### config.mk
export PLATFORM = sky130hd
export DESIGN_NAME = y86_mem_arbiter
export DESIGN_NICKNAME = d
export VERILOG_FILES = /design/src/rtl/y86_mem_arbiter.sv
export SDC_FILE = /design/constraint.sdc
export NUM_CORES = 1
export LEC_CHECK = 0
export CAP_MARGIN = 25
export CORE_AREA = 2 2 118 120
export CTS_CLUSTER_SIZE = 40
export DETAILED_ROUTE_END_ITERATION = 16
export DIE_AREA = 0 0 120 122
export PLACE_DENSITY_LB_ADDON = 0.3
export SLEW_MARGIN = 20
export SYNTH_ARGS = -nofsm -noshare
export SYNTH_HDL_FRONTEND = slang
export SYNTH_SLANG_ARGS = --single-unit
### constraint.sdc
create_clock -name clk -period 2.9 [get_ports clk]
set_input_delay 0.29 -clock clk [delete_from_list [all_inputs] [get_ports clk]]
set_output_delay 0.29 -clock clk [all_outputs]
set_load 0.05 [all_outputs]
### src/rtl/y86_mem_arbiter.sv
// Shares one asynchronous-read memory between the y86 core (absolute priority) and a
// loader/debug port; also holds the core in reset while it is being boot-loaded.
module y86_mem_arbiter #(
    parameter int unsigned AW       = 32,
    parameter int unsigned DW       = 32,
    parameter int unsigned MAX_WAIT = 15
) (
    input  logic          clk,
    input  logic          rst,
    input  logic [AW-1:0] core_A,
    input  logic [DW-1:0] core_wdata,
    input  logic          core_we,
    input  logic          core_re_n,
    output logic [DW-1:0] core_rdata,
    output logic          core_rst,
    input  logic          dbg_req,
    input  logic          dbg_we,
    input  logic [AW-1:0] dbg_addr,
    input  logic [DW-1:0] dbg_wdata,
    output logic          dbg_gnt,
    output logic          dbg_rvalid,
    output logic [DW-1:0] dbg_rdata,
    input  logic          boot_go,
    input  logic          core_stop,
    output logic          dbg_timeout,
    input  logic          timeout_clr,
    output logic [AW-1:0] mem_addr,
    output logic [DW-1:0] mem_wdata,
    output logic          mem_we,
    output logic          mem_re,
    input  logic [DW-1:0] mem_rdata
);

    localparam int unsigned WW = (MAX_WAIT < 1) ? 1 : $clog2(MAX_WAIT + 1);
    localparam logic [WW-1:0] WAIT_MAX = WW'(MAX_WAIT);

    typedef enum logic {
        ST_BOOT = 1'b0,
        ST_RUN  = 1'b1
    } state_e;

    state_e          state_q, state_d;
    logic            rvalid_q, rvalid_d;
    logic [DW-1:0]   rdata_q, rdata_d;
    logic [WW-1:0]   wait_q, wait_d;
    logic            timeout_q, timeout_d;
    logic            core_busy;
    logic            core_own;

    always_ff @(posedge clk) begin
        if (!rst) begin
            state_q   <= ST_BOOT;
            rvalid_q  <= 1'b0;
            rdata_q   <= '0;
            wait_q    <= '0;
            timeout_q <= 1'b0;
        end else begin
            state_q   <= state_d;
            rvalid_q  <= rvalid_d;
            rdata_q   <= rdata_d;
            wait_q    <= wait_d;
            timeout_q <= timeout_d;
        end
    end

    // Grant, bus mux, state sequencing and starvation tracking.
    always_comb begin
        state_d   = state_q;
        rvalid_d  = 1'b0;
        rdata_d   = rdata_q;
        wait_d    = '0;
        timeout_d = timeout_q;
        mem_addr  = '0;
        mem_wdata = '0;
        mem_we    = 1'b0;
        mem_re    = 1'b0;

        core_busy = core_we | ~core_re_n;
        core_own  = rst & (state_q == ST_RUN) & core_busy;
        dbg_gnt   = rst & dbg_req & ((state_q == ST_BOOT) | ~core_busy);

        unique case (state_q)
            ST_BOOT: if (boot_go)   state_d = ST_RUN;
            ST_RUN:  if (core_stop) state_d = ST_BOOT;
            default: state_d = ST_BOOT;
        endcase

        if (core_own) begin
            mem_addr  = core_A;
            mem_wdata = core_wdata;
            mem_we    = core_we;
            mem_re    = ~core_re_n;
        end else if (dbg_gnt) begin
            mem_addr  = dbg_addr;
            mem_wdata = dbg_wdata;
            mem_we    = dbg_we;
            mem_re    = ~dbg_we;
        end

        if (dbg_gnt && !dbg_we) begin
            rvalid_d = 1'b1;
            rdata_d  = mem_rdata;
        end

        // Count consecutive denied cycles while the core runs; set beats clear.
        if ((state_q == ST_RUN) && dbg_req && !dbg_gnt) begin
            wait_d = (wait_q == WAIT_MAX) ? wait_q : wait_q + WW'(1);
        end
        if (wait_d == WAIT_MAX) begin
            timeout_d = 1'b1;
        end else if (timeout_clr) begin
            timeout_d = 1'b0;
        end
    end

    assign core_rdata  = mem_rdata;
    assign core_rst    = ~rst | (state_q == ST_BOOT);
    assign dbg_rvalid  = rvalid_q;
    assign dbg_rdata   = rdata_q;
    assign dbg_timeout = timeout_q;

endmodule

**Word level (Yosys, flattened, before mapping)**

Cells that the tools add are included.

- Register bits: 39
- Output and inout port bits: 134
- Word-level logic and storage cells: 42

- $add $sub $neg: 1
- Equal/unequal tests: 2
- Multiplexer cells: 16
- Bitwise logic cells: 12
- Reductions and logical operators: 6

Operators by type and width:

| cell | count |
|---|---|
| 32-bit two-way mux | 4 |
| 1-bit two-way mux | 9 |
| 4-bit == test, second input constant | 2 |
| 4-bit two-way mux | 2 |
| 1-bit NOT | 5 |
| 4-bit by 1-bit adder with 4-bit output, second input constant | 1 |
| 1-bit AND | 4 |
| 1-bit logical AND | 3 |
| 1-bit bitwise OR | 3 |
| 1-bit zero test | 2 |
| 1-bit one-hot mux with 2 select lines | 1 |
| 2-bit nonzero test | 1 |

**Depth between registers and ports, before layout**

- Depth in word-level cells: 10
- Mapped depth: 6
- Mapped depth without buffers: 4

**Worst setup path after synthesis**

OpenSTA, ideal clock, no wires.

- Path kind: register -> output
- From: register state_q
- To: output mem_wdata[18]
- Arrival time: 1.634 ns
- Data required time: 2.610 ns
- Setup slack: 0.976 ns
- Stages on the path, launching flop included: 5
- Cell sequence: dfxtp_1 > nand2_2 > nor2_1 > clkbuf_1 > a22o_1

- Longest elaborated chain between the ends: 5

Ends and longest elaborated chain:

| what | RTL line | text |
|---|---|---|
| start, declared | 42 | `state_e state_q, state_d;` |
| start signal, assigned | 58 | `state_q <= state_d;` |
| 1-bit NOT | - |  |
| 1-bit bitwise OR | 80 | `dbg_gnt = rst & dbg_req & ((state_q == ST_BOOT) \| ~core_busy);` |
| 1-bit AND | 80 |  |
| 32-bit two-way mux | 93 | `end else if (dbg_gnt) begin` |
| 32-bit two-way mux * | 88 | `if (core_own) begin` |
| end, declared | 28 | `output logic [DW-1:0] mem_wdata,` |

Every way passes the cells marked *; elsewhere a longest branch is shown, timed or not.

**Worst setup path after layout**

- From: input rst
- To: output mem_wdata[19]

- Longest elaborated chain between the ends: 4

Ends and longest elaborated chain:

| what | RTL line | text |
|---|---|---|
| start, declared | 9 | `input logic rst,` |
| 1-bit AND (2 in series) | 80 |  |
| 32-bit two-way mux | 93 |  |
| 32-bit two-way mux * | 88 |  |

Marked as above.

==> results.tsv <==
metric	value	unit
status	finished, final reports clean	
Clk pin slew, worst setup/hold paths	0.06	ns
GP Congestion	0.7692	
footprint of the multi-input gates	0.001229	mm2
Fin. Hold Viols	0	
CTS H-tree depth	2	
r2r setup slk	1.18	ns
Power Density	358.5	mW/mm2
final-layout fill cell count	1268	
Vias/cell	4.224	
Final Non-Filler Cells	728	
GRT Residual Overflow	0	
Lkg Pwr	2.726	nW
die area	0.01464	mm2
placed cell areas	0.006127	mm2
Post-CTS Resized	0	
Die Ht	122	um
WS Path Type	in2out	
Setup Skew	0.006758	ns
net count after synthesis	457	
Synth top area share	31.08	%
Starting DRT DRC Count	143	
CP max FO	44	
CTS Root Cell	clkbuf_16	
Synth top cells by count	64 x a22o_1, 41 x buf_4, 39 x dfxtp_1, 34 x inv_1, 34 x nand2_1	
register bit total from synthesis	39	
Buffers & Inverters on Critical Path	3	
mapped cell area	0.002512	mm2
TritonRoute pass-1 iters	4	
Routed Antenna Nets	0	
Slew @ Worst Pin	0.5991	ns
Max-slew headroom	59.94	%
Setup TNS Final	0	ns
Starting Density	18.60	%
Post-synth EDFFs	0	
synth warn	0	
Syn Inst Count	287	
element type at the critical path end	output port	
Synth async-reset ratio	0	%
Core Area	0.01350	mm2
site row count	43	
CTS sink count	39	
DR WL/cell	16.12	um
RSZ-0062 raised after global routing	false	
Post-route DRC	0	
Synth Area per Inst	8.754	um2
clock latency on the worst-skew pair	0.28	ns
post-synthesis cell type count	30	
Synth Flop Type	dfxtp_1	
CP cell instances	clkdlybuf4s50_1 -> nand2_2 -> nor2_4 -> buf_4 -> a22o_1 -> buf_12	
routed wire length	11730	um
Max clock buf depth	2	
Peak VDD IR	216.7	uV
Layout area overhead	149.4	%
via count	3075	
HPWL after DPL	9763	um
Max-Cap Viols	0	
Period minus WS final	2.290	ns
final period utilization	78.96	%
number of top-level pins	303	
Final Setup Violations	0	
CTS tree	done	
initial antenna violation count	0	
gr usage total	14.78	%
Port Buffers	302	
Seq. cell area	780.7	um2
vias in the first global route	3087	
slowest CP cell	clkdlybuf4s50_1	
antenna cells	0	
Max Freq	0.4367	GHz
Yosys top cell by area	dfxtp_1	
critical path required time	2.61	ns
Post-CTS Setup Inserts	0	
largest net degree at the start of global routing	47	
layout cell share with drive strength beyond 1	15.88	%
count leader, synth	a22o_1	
Slew Viols, Final	0	
post-route cell area	0.006266	mm2
sequential share of the synthesized area	31.08	%
crit path launch type	input pin	
fin nets	718	
DP Cell Count	721	
r2r worst-path depth	3	
Hold Path Stages	2	
CP delay by family, top	buffers and inverters	
R2R Path End	dbg_rdata[2]	
Reg2Reg Launch Point	state_q	
Arrival @ worst endpoint	2.00	ns
die width	120	um
Tightest Hold Check Type	reg2reg	
first-pass GRT wire length	17110	um
largest cells by area after synthesis	dfxtp_1 31%, a22o_1 22%, mux2i_1 13%, buf_4 12%, inv_1 5.1%	
WHS Endpoint	dbg_rdata[14]	
HP Start	dbg_rdata[14]	
TritonCTS Buffers	5	
hold_buf cts	0	
max incr delay on CP	0.58	ns
sequential cells by signal (all words and copies together) (netlist names):
register	flops
dbg_timeout	1
wait_q	4
state_q	1
dbg_rvalid	1
dbg_rdata	32
through the flow:
step | setup slack [ns] | total power [W] | utilization (%) | hold WS, ns
3_3_place_gp | 0.6371 | 0.001727 | 45.37 | 0.4447
3_5_place_dp | 0.5894 | 0.001736 | 45.37 | 0.4528
5_1_grt | 0.4394 | 0.002331 | 46.40 | 0.4808
6_report | 0.6103 | 0.002246 | 46.40 | 0.4548
2_1_floorplan | 0.9763 | 0.001143 | - | 0.4223
4_1_cts | 0.5914 | 0.002281 | 46.40 | 0.4596
cell families after synthesis:
kind of cell               Yosys count  synth area share (%)
buffers and inverters               89                 20.82
AOI/OAI and AO/OA                   73                 24.65
muxes                               34                 13.60
and+or+nand+nor                     50                 9.014
DFF                                 39                 31.08
xor gates and xnor gates             1                0.3487
adders and majority gates            1                0.4979
final cells by class:
| type | instances | share of cell area (%) |
|---|---|---|
| timing repair buffer | 308 | 60.02 |
| inverter | 35 | 2.097 |
| sequential | 39 | 12.46 |
| tap | 180 | 3.594 |
| multi-input combinational | 159 | 19.61 |
| clock buffer | 5 | 1.997 |
| clock inverter | 2 | 0.2196 |
metal layers:
layer	GRT usage, %	wire length [um]	vias up
met1	16.79	4383	1427
met2	28.09	6319	149
met5	0	0	-
li1	-	-	1497
met3	4.167	1002	2
met4	1.765	27	0
how the worst max path moves through the flow:
| stage | from | endpoint | slack (ns) | depth (start not counted) |
|---|---|---|---|---|
| finish | rst | mem_wdata[19] | 0.61 | 6 |
| detailed placement | rst | mem_addr[19] | 0.59 | 6 |
| CTS | rst | mem_addr[19] | 0.59 | 6 |
| global placement | dbg_req | mem_re | 0.64 | 5 |
| floorplan | state_q | mem_wdata[18] | 0.98 | 4 |
| global route | rst | mem_addr[19] | 0.44 | 6 |
placed cells by master (no fill, tap or decap), drive strengths merged, types with 2 or more instances in the layout:
master | netlist | final
clkdlybuf4s50 | 0 | 234
buf | 49 | 74
a22o | 64 | 64
dfxtp | 39 | 39
nand2 | 36 | 36
inv | 35 | 35
mux2i | 33 | 33
clkbuf | 5 | 5
and3 | 3 | 3
nor2 | 3 | 3
nor2b | 2 | 2
a31oi | 2 | 2
a21oi | 2 | 2
o21ai | 2 | 2
clkinv | 0 | 2
where the power goes:
part           total, W  internal [W]  leakage, nW  switching [W]
clock          0.000529      0.000314       0.0696       0.000215
sequential     0.000577      0.000562        0.318      0.0000150
combinational   0.00114      0.000563         2.34       0.000578
worst reg2reg max path: stages, from the launching register on:
cell	delay, ns
dfxtp_1	0.53
a211o_2	0.46
buf_4	0.42
mux2i_1	0.24
Note: power is estimated with default switching activity, not from simulation.
